--- src/rtl/csa_ctrl_pkg.sv ---
// Shared types and default sizes for the carry-save accumulator controller.
package csa_ctrl_pkg;

  localparam int unsigned CSA_WIDTH_DEF = 32;
  localparam int unsigned CSA_CNT_W_DEF = 8;

  typedef enum logic [1:0] {
    ST_IDLE    = 2'd0,
    ST_ACCUM   = 2'd1,
    ST_RESOLVE = 2'd2,
    ST_DONE    = 2'd3
  } csa_state_e;

endpackage : csa_ctrl_pkg

--- src/rtl/csa_row.sv ---
// One row of full adders: compresses three WIDTH-bit words into sum and majority words.
module csa_row
  import csa_ctrl_pkg::*;
#(
  parameter int unsigned WIDTH = CSA_WIDTH_DEF
) (
  input  logic [WIDTH-1:0] a_i,
  input  logic [WIDTH-1:0] b_i,
  input  logic [WIDTH-1:0] c_i,
  output logic [WIDTH-1:0] s_o,
  output logic [WIDTH-1:0] c_o
);

  always_comb begin
    s_o = a_i ^ b_i ^ c_i;
    c_o = (a_i & b_i) | (a_i & c_i) | (b_i & c_i);
  end

endmodule : csa_row

--- src/rtl/csa_accum_ctrl.sv ---
// Carry-save accumulator: sums n_ops operands via a 3:2 row, resolves with one final add.
// Optional sticky overflow output enabled by defining CSA_ACC_OVF_EN.
module csa_accum_ctrl
  import csa_ctrl_pkg::*;
#(
  parameter int unsigned WIDTH = CSA_WIDTH_DEF,
  parameter int unsigned CNT_W = CSA_CNT_W_DEF
) (
  input  logic             clk,
  input  logic             rst_n,
  input  logic             start,
  input  logic [CNT_W-1:0] n_ops,
  input  logic             op_valid,
  input  logic [WIDTH-1:0] op_data,
  output logic             op_ready,
  output logic             res_valid,
  output logic [WIDTH-1:0] res_data,
  input  logic             res_ready,
`ifdef CSA_ACC_OVF_EN
  output logic             res_ovf,
`endif
  output logic             busy
);

  csa_state_e       state_q, state_d;
  logic [WIDTH-1:0] sum_q, sum_d;
  logic [WIDTH-1:0] carry_q, carry_d;
  logic [CNT_W-1:0] cnt_q, cnt_d;
  logic [WIDTH-1:0] res_q, res_d;
  logic             op_ready_q, op_ready_d;
  logic             res_valid_q, res_valid_d;
  logic             busy_q, busy_d;
  logic [WIDTH-1:0] row_s, row_c;
  logic             xfer;

`ifdef CSA_ACC_OVF_EN
  logic             ovf_q, ovf_d;
  logic [WIDTH:0]   final_sum;
  assign final_sum = {1'b0, sum_q} + {1'b0, carry_q};
`else
  logic [WIDTH-1:0] final_sum;
  assign final_sum = sum_q + carry_q;
`endif

  csa_row #(.WIDTH(WIDTH)) u_row (
    .a_i (sum_q),
    .b_i (carry_q),
    .c_i (op_data),
    .s_o (row_s),
    .c_o (row_c)
  );

  assign xfer = op_valid && op_ready_q;

  // Next-state and output decode; outputs are registered from the next state.
  always_comb begin
    state_d = state_q;
    sum_d   = sum_q;
    carry_d = carry_q;
    cnt_d   = cnt_q;
    res_d   = res_q;
`ifdef CSA_ACC_OVF_EN
    ovf_d   = ovf_q;
`endif
    unique case (state_q)
      ST_IDLE: begin
        if (start) begin
          sum_d   = '0;
          carry_d = '0;
          cnt_d   = n_ops;
`ifdef CSA_ACC_OVF_EN
          ovf_d   = 1'b0;
`endif
          state_d = (n_ops == '0) ? ST_RESOLVE : ST_ACCUM;
        end
      end
      ST_ACCUM: begin
        // cnt_q is never zero here, so the decrement cannot wrap.
        if (xfer) begin
          sum_d   = row_s;
          carry_d = WIDTH'(row_c << 1);
          cnt_d   = cnt_q - CNT_W'(1);
`ifdef CSA_ACC_OVF_EN
          ovf_d   = ovf_q | row_c[WIDTH-1];
`endif
          if (cnt_q == CNT_W'(1)) begin
            state_d = ST_RESOLVE;
          end
        end
      end
      ST_RESOLVE: begin
        res_d   = final_sum[WIDTH-1:0];
`ifdef CSA_ACC_OVF_EN
        ovf_d   = ovf_q | final_sum[WIDTH];
`endif
        state_d = ST_DONE;
      end
      ST_DONE: begin
        if (res_ready) begin
          state_d = ST_IDLE;
        end
      end
      default: state_d = ST_IDLE;
    endcase

    op_ready_d  = (state_d == ST_ACCUM);
    res_valid_d = (state_d == ST_DONE);
    busy_d      = (state_d != ST_IDLE);
  end

  always_ff @(posedge clk or negedge rst_n) begin
    if (!rst_n) begin
      state_q     <= ST_IDLE;
      sum_q       <= '0;
      carry_q     <= '0;
      cnt_q       <= '0;
      res_q       <= '0;
      op_ready_q  <= 1'b0;
      res_valid_q <= 1'b0;
      busy_q      <= 1'b0;
`ifdef CSA_ACC_OVF_EN
      ovf_q       <= 1'b0;
`endif
    end else begin
      state_q     <= state_d;
      sum_q       <= sum_d;
      carry_q     <= carry_d;
      cnt_q       <= cnt_d;
      res_q       <= res_d;
      op_ready_q  <= op_ready_d;
      res_valid_q <= res_valid_d;
      busy_q      <= busy_d;
`ifdef CSA_ACC_OVF_EN
      ovf_q       <= ovf_d;
`endif
    end
  end

  assign op_ready  = op_ready_q;
  assign res_valid = res_valid_q;
  assign res_data  = res_q;
  assign busy      = busy_q;
`ifdef CSA_ACC_OVF_EN
  assign res_ovf   = ovf_q;
`endif

endmodule : csa_accum_ctrl

--- config.mk ---
export PLATFORM = sky130hd
export DESIGN_NAME = csa_accum_ctrl
export DESIGN_NICKNAME = d
export VERILOG_FILES = /design/src/rtl/csa_ctrl_pkg.sv /design/src/rtl/csa_row.sv /design/src/rtl/csa_accum_ctrl.sv
export SDC_FILE = /design/constraint.sdc
export NUM_CORES = 1
export LEC_CHECK = 0
export ABC_CLOCK_PERIOD_IN_PS = 7650
export BUFFER_PORTS_ARGS = -buffer_cell sky130_fd_sc_hd__buf_2
export CORE_MARGIN = 2
export CORE_UTILIZATION = 56
export CTS_BUF_LIST = sky130_fd_sc_hd__clkbuf_4 sky130_fd_sc_hd__clkbuf_8 sky130_fd_sc_hd__clkbuf_16
export CTS_CLUSTER_DIAMETER = 100
export DETAILED_ROUTE_END_ITERATION = 12
export PLACE_DENSITY = 0.76
export SETUP_SLACK_MARGIN = 0.2
export SYNTH_ARGS = -nofsm -noshare
export SYNTH_HDL_FRONTEND = slang
export SYNTH_SLANG_ARGS = --single-unit
--- constraint.sdc ---
create_clock -name clk -period 7.65 [get_ports clk]
set_input_delay 2.295 -clock clk [delete_from_list [all_inputs] [get_ports clk]]
set_output_delay 2.295 -clock clk [all_outputs]
set_load 0.02 [all_outputs]
==> qor.yml, run 1 <==
clock_tree:
  cts_root_buffer: "clkbuf_16"
  clk_path_buf_depth: 2
  cts_buffers: 9
  clk_latency_ns: 0.36
  htreeDepth: 3
  hold_buffers: 0
  ctsResizeCount: 0
  clk_pin_slew_ns: 0.07
  numClockSinks: 108
  postCtsSetupBuffers: 0
  cts_tree: "built"
logic_synthesis:
  ys_types: 64
  synth_edf_count: 0
  syn_area_sq_mm: 0.00653
  ys_seq_area_share_pct: 41.4
  syn_nets: 765
  avgSynthCellArea_sq_um: 9.95
  synth_ff_type: "dfrtp_1"
  syn_inst: 656
  synthArstFlopShare_pct: 100
  yosysWarnings: 0
  ys_seq_elements: 108
power_and_ir_drop:
  power.density_mw_per_mm2: 372
  total_power_mw: 2.71
  leakagePower_nw: 3.50
  ir_drop_v: 0.000268
timing:
  min_period_over_period_pct: 52.0
  final.setup_skew_ns: 0.00825
  fin_hold_ws_ns: 0.468
  hold_viol_final: 0
  period_needed_ns: 3.98
  tightest_slew_ns: 1.21
  rsz0062_at_grt: "false"
  fin_tns_setup_ns: 0
  slew_headroom_pct: 18.8
  final_max_slew_viol_count: 0
  fmax_ghz: 0.251
  setup_viol_count_final: 0
critical_path:
  arrival_ns: 4.17
  cp_slowest_cell: "buf_4"
  start_kind: "input pin"
  r2r_start: "state_q[0]"
  worst-setup-path-type: "input pin to flip-flop"
  path_max_fanout: 89
  crit_chain: "buf_2 -> and3_1 -> buf_4 -> a21oi_4 -> buf_4 -> o21ai_0"
  rrSetupSlack_ns: 4.25
  cpMostUsedCell: "buf_4"
  worstPathRequired_ns: 7.84
  slowest_delay_ns: 0.72
  timing.rr.end: "sum_q[31]"
  reg2regPathDepth: 7
  crit_path_end_kind: "flip-flop"
run:
  maxCapViolations: 0
die:
  core_area_sq_mm: 0.0114
  start_util_pct: 57.2
  rows: 39
  die_area_sq_mm: 0.0125
  die_w_um: 112
  ioPinCount: 80
  die_h_um: 112
routing:
  routed_wl_mm: 13.9
  via_count: 5039
  ant_nets: 0
  drt_iter0_markers: 266
  drc: 0
  vias_per_cell: 5.83
  firstDrtPassIters: 5
  avgRoutedWirePerCell_um: 16.1
hold_path:
  hold_path_end: "res_data[0]"
  holdCritPathClass: "flip-flop to flip-flop"
  min_from: "res_data[0]"
  hold_depth: 2
placement:
  gp_congestion: 0.875
  port_buffers: 79
  dp_hpwl_mm: 10.1
cells_and_area:
  drive_gt1_share_pct: 16.6
  antenna_cells: 0
  nFillCells: 981
  synthToLayoutAreaGrowth_pct: 11.2
  final_nets: 825
  utilization_pct: 63.6
  final_cell_mix: "nand2_1, dfrtp_1, buf_2, o21ai_0, a22o_1"
outcome:
  status: "complete, no violations"
grt:
  grt_max_degree: 90
  grt.total_usage_pct: 23.6
  antenna_found_initial: 0
  grt_pass1_vias: 4873
  grt_pass1_wl_mm: 23.9
  grt_remaining_overflow: 0
cells in the mapped netlist, types with 3 or more instances:
master,number,share of area (%)
nand2b_1,7,0.67
clkbuf_1,23,1.3
a21boi_0,3,0.34
a21oi_4,3,0.75
nand3_1,12,0.92
a311oi_1,3,0.40
nand4_1,10,0.96
nand2_1,108,6.2
o21ai_1,7,0.54
o21a_1,6,0.69
a22o_1,37,5.0
inv_1,13,0.75
buf_2,7,0.54
o2111ai_1,3,0.40
a31oi_1,4,0.38
dfrtp_1,108,41
xnor2_1,12,1.6
nor2b_1,4,0.38
and2_1,6,0.57
nor2_1,33,1.9
fa_1,31,9.5
nor3_1,10,0.77
o211ai_1,4,0.46
or4_1,5,0.57
ha_1,33,6.3
a22oi_1,3,0.34
a21o_1,14,1.6
xor2_1,8,1.1
o31ai_1,6,0.69
o21ai_0,59,4.5
a21oi_1,31,2.4
where the power goes:
group	internal (mW)	leakage (nW)	total, mW	switching [mW]
clock network	0.229	0.142	0.441	0.212
registers	0.792	1.44	0.999	0.207
logic	0.485	1.92	1.27	0.781
total	1.51	3.50	2.71	1.20
flip-flops by register name, summed over array words and instances, names as in the netlist:
register	cells
res_data	32
sum_q	32
carry_q	31
cnt_q	8
state_q	2
busy	1
op_ready	1
res_valid	1
worst max path at each step:
stage,slack (ns),from,endpoint
after global placement,3.42,op_valid,sum_q[16]
after detailed placement,3.30,op_valid,carry_q[26]
final,3.67,op_valid,carry_q[26]
after CTS,3.66,op_valid,carry_q[26]
after global routing,3.48,op_valid,sum_q[16]
after floorplan,4.28,op_valid,cnt_q[5]
final cells by class:
type                            count  area (sq um)  share of cell area, %
Timing Repair Buffer               82           420                   5.79
Tap cell                          143           179                   2.46
Multi-Input combinational cell    502          3640                   50.1
Inverter                           13          48.8                  0.672
Clock inverter                      6          37.5                  0.517
Clock buffer                       10           239                   3.29
Sequential cell                   108          2700                   37.2
metrics by stage:
step | instance area [sq um] | worst slack, ns | std cells
CTS | 7260 | 3.66 | 864
global route | 7260 | 3.48 | 864
detailed placement | 6990 | 3.30 | 848
floorplan | 6530 | 4.28 | 656
finish | 7260 | 3.67 | 864
global placement | 6990 | 3.42 | 848
kinds of logic (layout without fill, tap and decap cells):
logic type      count (synthesis)  count (layout)  share of synthesized area, %
buf+inv                        46             111                          3.16
xor+xnor                       20              20                          2.68
fa+ha+maj                      64              64                          15.8
simple gates                  212             212                          14.9
mux                             1               1                         0.172
flops                         108             108                          41.4
compound gates                205             205                          21.9
critical path, delay by kind of cell:
kind	cells	cell delay, ns
buffers and inverters	3	1.09
AO/OA/AOI/OAI	2	0.59
AND/OR/NAND/NOR	1	0.15
routing by layer:
layer  wire [um]  part of all wire (%)  GRT usage [%]
met5           0                     0              0
met4         199                   1.4           7.32
met3         563                   4.1           3.10
met2        6420                    46           37.4
met1        6720                    48           34.3
(Power assumes the default switching activity.)
==> run 2, diff against run 1 <==
--- a/config.mk
+++ b/config.mk
@@ -5,10 +5,11 @@
 export SDC_FILE = /design/constraint.sdc
 export NUM_CORES = 1
 export LEC_CHECK = 0
-export ABC_CLOCK_PERIOD_IN_PS = 7650
+export ABC_AREA = 1
+export ABC_CLOCK_PERIOD_IN_PS = 3360
 export BUFFER_PORTS_ARGS = -buffer_cell sky130_fd_sc_hd__buf_2
 export CORE_MARGIN = 2
-export CORE_UTILIZATION = 56
+export CORE_UTILIZATION = 54
 export CTS_BUF_LIST = sky130_fd_sc_hd__clkbuf_4 sky130_fd_sc_hd__clkbuf_8 sky130_fd_sc_hd__clkbuf_16
 export CTS_CLUSTER_DIAMETER = 100
 export DETAILED_ROUTE_END_ITERATION = 12
==> constraint.sdc (replaced) <==
create_clock -name clk -period 3.36 [get_ports clk]
set_input_delay 1.008 -clock clk [delete_from_list [all_inputs] [get_ports clk]]
set_output_delay 1.008 -clock clk [all_outputs]
set_load 0.02 [all_outputs]
==> run 2 against run 1 <==
Combinational power rose to 3.2 times the previous value. Cell area rose by 9.6%. Core utilization shrank 1.0 points. Critical path type is now flip-flop to flip-flop. Highest routed layer unchanged.
==> qor.yml, run 2 <==
logic_synthesis:
  ys_types: 35  # was 64
  synth_edf_count: 0  # unchanged
  synth_area_leaders: "dfrtp_1, nand2_1, fa_1, inv_1, ha_1"  # was dfrtp_1, fa_1, ha_1, nand2_1, a22o_1
  synthArstFlopShare_pct: 100  # unchanged
  ys_seq_elements: 108  # unchanged
  avgSynthCellArea_sq_um: 7.73  # was 9.95 sq um
  yosysWarnings: 0  # unchanged
  yosysTopAreaCell: "dfrtp_1"  # unchanged
  yosysMostFrequentCell: "nand2_1"
  syn_area_sq_mm: 0.00709  # was 0.00653 sq mm
  syn_nets: 1026  # was 765
  synth_common_cells: "nand2_1, inv_1, dfrtp_1"  # was dfrtp_1, nand2_1, o21ai_0
  synth_ff_type: "dfrtp_1"  # unchanged
  ys_seq_area_share_pct: 38.1  # was 41.4%
  yosys.area.top_type_share_pct: 38.1  # was 41.4%
  syn_inst: 917  # was 656
timing:
  hold_viol_final: 0  # unchanged
  final_max_slew_viol_count: 0  # unchanged
  fmax_ghz: 0.445
  period_needed_ns: 2.25
  tightest_slew_ns: 0.671  # was 1.21 ns
  slew_headroom_pct: 55.2  # was 18.8%
  min_period_over_period_pct: 67.0
  fin_tns_setup_ns: 0  # unchanged
  rsz0062_at_grt: "false"  # unchanged
  setup_viol_count_final: 0  # unchanged
  final.setup_skew_ns: 0.0145  # was 0.00825 ns
critical_path:
  start_kind: "flip-flop"  # was input pin
  crit_path_end_kind: "flip-flop"  # unchanged
  worst-setup-path-type: "flip-flop to flip-flop"  # was input pin to flip-flop
  arrival_ns: 2.51  # was 4.17 ns
  path_max_fanout: 5  # was 89
  worstPathRequired_ns: 3.62  # was 7.84 ns
die:
  start_util_pct: 55.7  # was 57.2%
  die_area_sq_mm: 0.0141  # was 0.0125 sq mm
  ioPinCount: 80  # unchanged
  core_area_sq_mm: 0.0127  # was 0.0114 sq mm
  rows: 41  # was 39
  die_w_um: 119  # was 112 um
  die_h_um: 119  # was 112 um
grt:
  busiest_layer: "met1"  # was met2
  gr-usage-met1_pct: 37.3  # was 34.3%
  grtUsageMet3_pct: 5.36  # was 3.10%
  grt_use_met2_pct: 36.4  # was 37.4%
  grt_pass1_vias: 5768  # was 4873
  grt.total_usage_pct: 25.2  # was 23.6%
  grt_pass1_wl_mm: 28.1  # was 23.9 mm
  grt_max_degree: 64  # was 90
  antenna_found_initial: 0  # unchanged
  grt_remaining_overflow: 0  # unchanged
cells_and_area:
  final_common_cell: "nand2_1"
  antenna_cells: 0  # unchanged
  nFillCells: 1220  # was 981
  final-seq-area_sq_mm: 0.00270  # unchanged
  multi_input_area_sq_mm: 0.00378  # was 0.00364 sq mm
  drive_gt1_share_pct: 11.2  # was 16.6%
  final_nets: 1100  # was 825
  final_cell_mix: "nand2_1, inv_1, dfrtp_1, buf_2, nand3_1"  # was nand2_1, dfrtp_1, buf_2, o21ai_0, a22o_1
  synthToLayoutAreaGrowth_pct: 12.3  # was 11.2%
placement:
  dp_hpwl_mm: 12.7  # was 10.1 mm
  port_buffers: 79  # unchanged
  gp_congestion: 0.985  # was 0.875
clock_tree:
  cts_tree: "built"  # unchanged
  clk_path_buf_depth: 2  # unchanged
  hold_buffers: 0  # unchanged
  htreeDepth: 3  # unchanged
  postCtsSetupBuffers: 0  # unchanged
  numClockSinks: 108  # unchanged
  ctsResizeCount: 0  # unchanged
  clk_latency_ns: 0.38  # was 0.36 ns
  clk_pin_slew_ns: 0.08  # was 0.07 ns
  cts_root_buffer: "clkbuf_16"  # unchanged
  cts_buffers: 9  # unchanged
routing:
  avgRoutedWirePerCell_um: 14.2  # was 16.1 um
  vias_per_cell: 5.23  # was 5.83
  ant_nets: 0  # unchanged
  firstDrtPassIters: 5  # unchanged
  routed_wl_mm: 16.6  # was 13.9 mm
  via_count: 6109  # was 5039
  drc: 0  # unchanged
  drt_iter0_markers: 436  # was 266
run:
  maxCapViolations: 0  # unchanged
outcome:
  status: "complete, no violations"  # unchanged
power_and_ir_drop:
  leakagePower_nw: 4.47  # was 3.50 nW
  total_power_mw: 7.40  # was 2.71 mW
  ir_drop_v: 0.000600  # was 0.000268 V
  power.density_mw_per_mm2: 930  # was 372 mW/mm^2
hold_path:
  holdCritPathClass: "flip-flop to flip-flop"  # unchanged
## run 2: cell types whose count changed in the layout (fill, tap and decap cells not counted), moves of 6 or more
cell,previous run,this run
nand2_1,108,331
inv_1,13,126
nand3_1,12,53
nor2_1,33,47
a21o_1,14,1
o21ai_0,59,48
nor3_1,10,2
nand2b_1,6,0
o21a_1,6,0
xor2_1,8,2
## run 2: final timing paths
check | start | endpoint | slack (ns) | depth (start not counted)
max | sum_q[1] | res_data[29] | 1.11 | 13
min | res_data[1] | res_data[1] | 0.47 | 2
max reg2reg | sum_q[1] | res_data[29] | 1.11 | 13
min reg2reg | res_data[1] | res_data[1] | 0.47 | 2
max in group asynchronous | rst_n | res_data[27] | 2.17 | 2
min in group asynchronous | rst_n | cnt_q[0] | 0.53 | 1
## run 2: per-stage QoR
step	cell area [sq um]	utilization, %	cells	worst slack, ns	hold slack, ns
2_1_floorplan	7090	-	917	1.43	0.445
3_3_place_gp	7660	60.2	1152	1.02	0.458
3_5_place_dp	7660	60.2	1152	1.00	0.458
4_1_cts	7970	62.6	1168	1.13	0.475
5_1_grt	7970	62.6	1168	0.900	0.496
6_report	7970	62.6	1168	1.11	0.471
## run 2: cell type report
class	instances	share of cell area, %
Multi-Input combinational cell	657	47.5
Inverter	130	6.13
Tap cell	172	2.70
Sequential cell	108	33.9
Clock buffer	9	2.83
Clock inverter	7	1.02
Timing Repair Buffer	85	5.87
## run 2: kinds of logic after synthesis
logic type | synth area share [%]
buffers and inverters | 8.51
AOI/OAI and AO/OA | 11.0
and+or+nand+nor | 26.1
adders and majority gates | 14.6
DFF | 38.1
xor gates and xnor gates | 1.73
## run 2: power by group
part           total, mW  switching [mW]  internal, mW  leakage (nW)
logic               4.03            2.50          1.53          2.93
clock network       1.10           0.562         0.533         0.150
registers           2.28           0.481          1.80          1.40
## run 2: metal layers
layer / routed length (um) / part of all wire, % / vias to the layer above
met5: 0 / 0 / -
met4: 450 / 2.7 / 0
met3: 1100 / 6.6 / 30
met2: 7080 / 43 / 196
met1: 7940 / 48 / 2817
li1: - / - / 3066
## run 2: worst max-delay path, cell delays in order, from the launching register on
cell	delay, ns
dfrtp_1	0.43
ha_1	0.24
inv_1	0.07
fa_1	0.36
inv_1	0.14
nand3_1	0.09
nand3_1	0.16
nand3_1	0.09
nand3_1	0.17
nand2_1	0.11
nand2_1	0.08
nand2_1	0.05
nand3_1	0.10
nand2_1	0.06
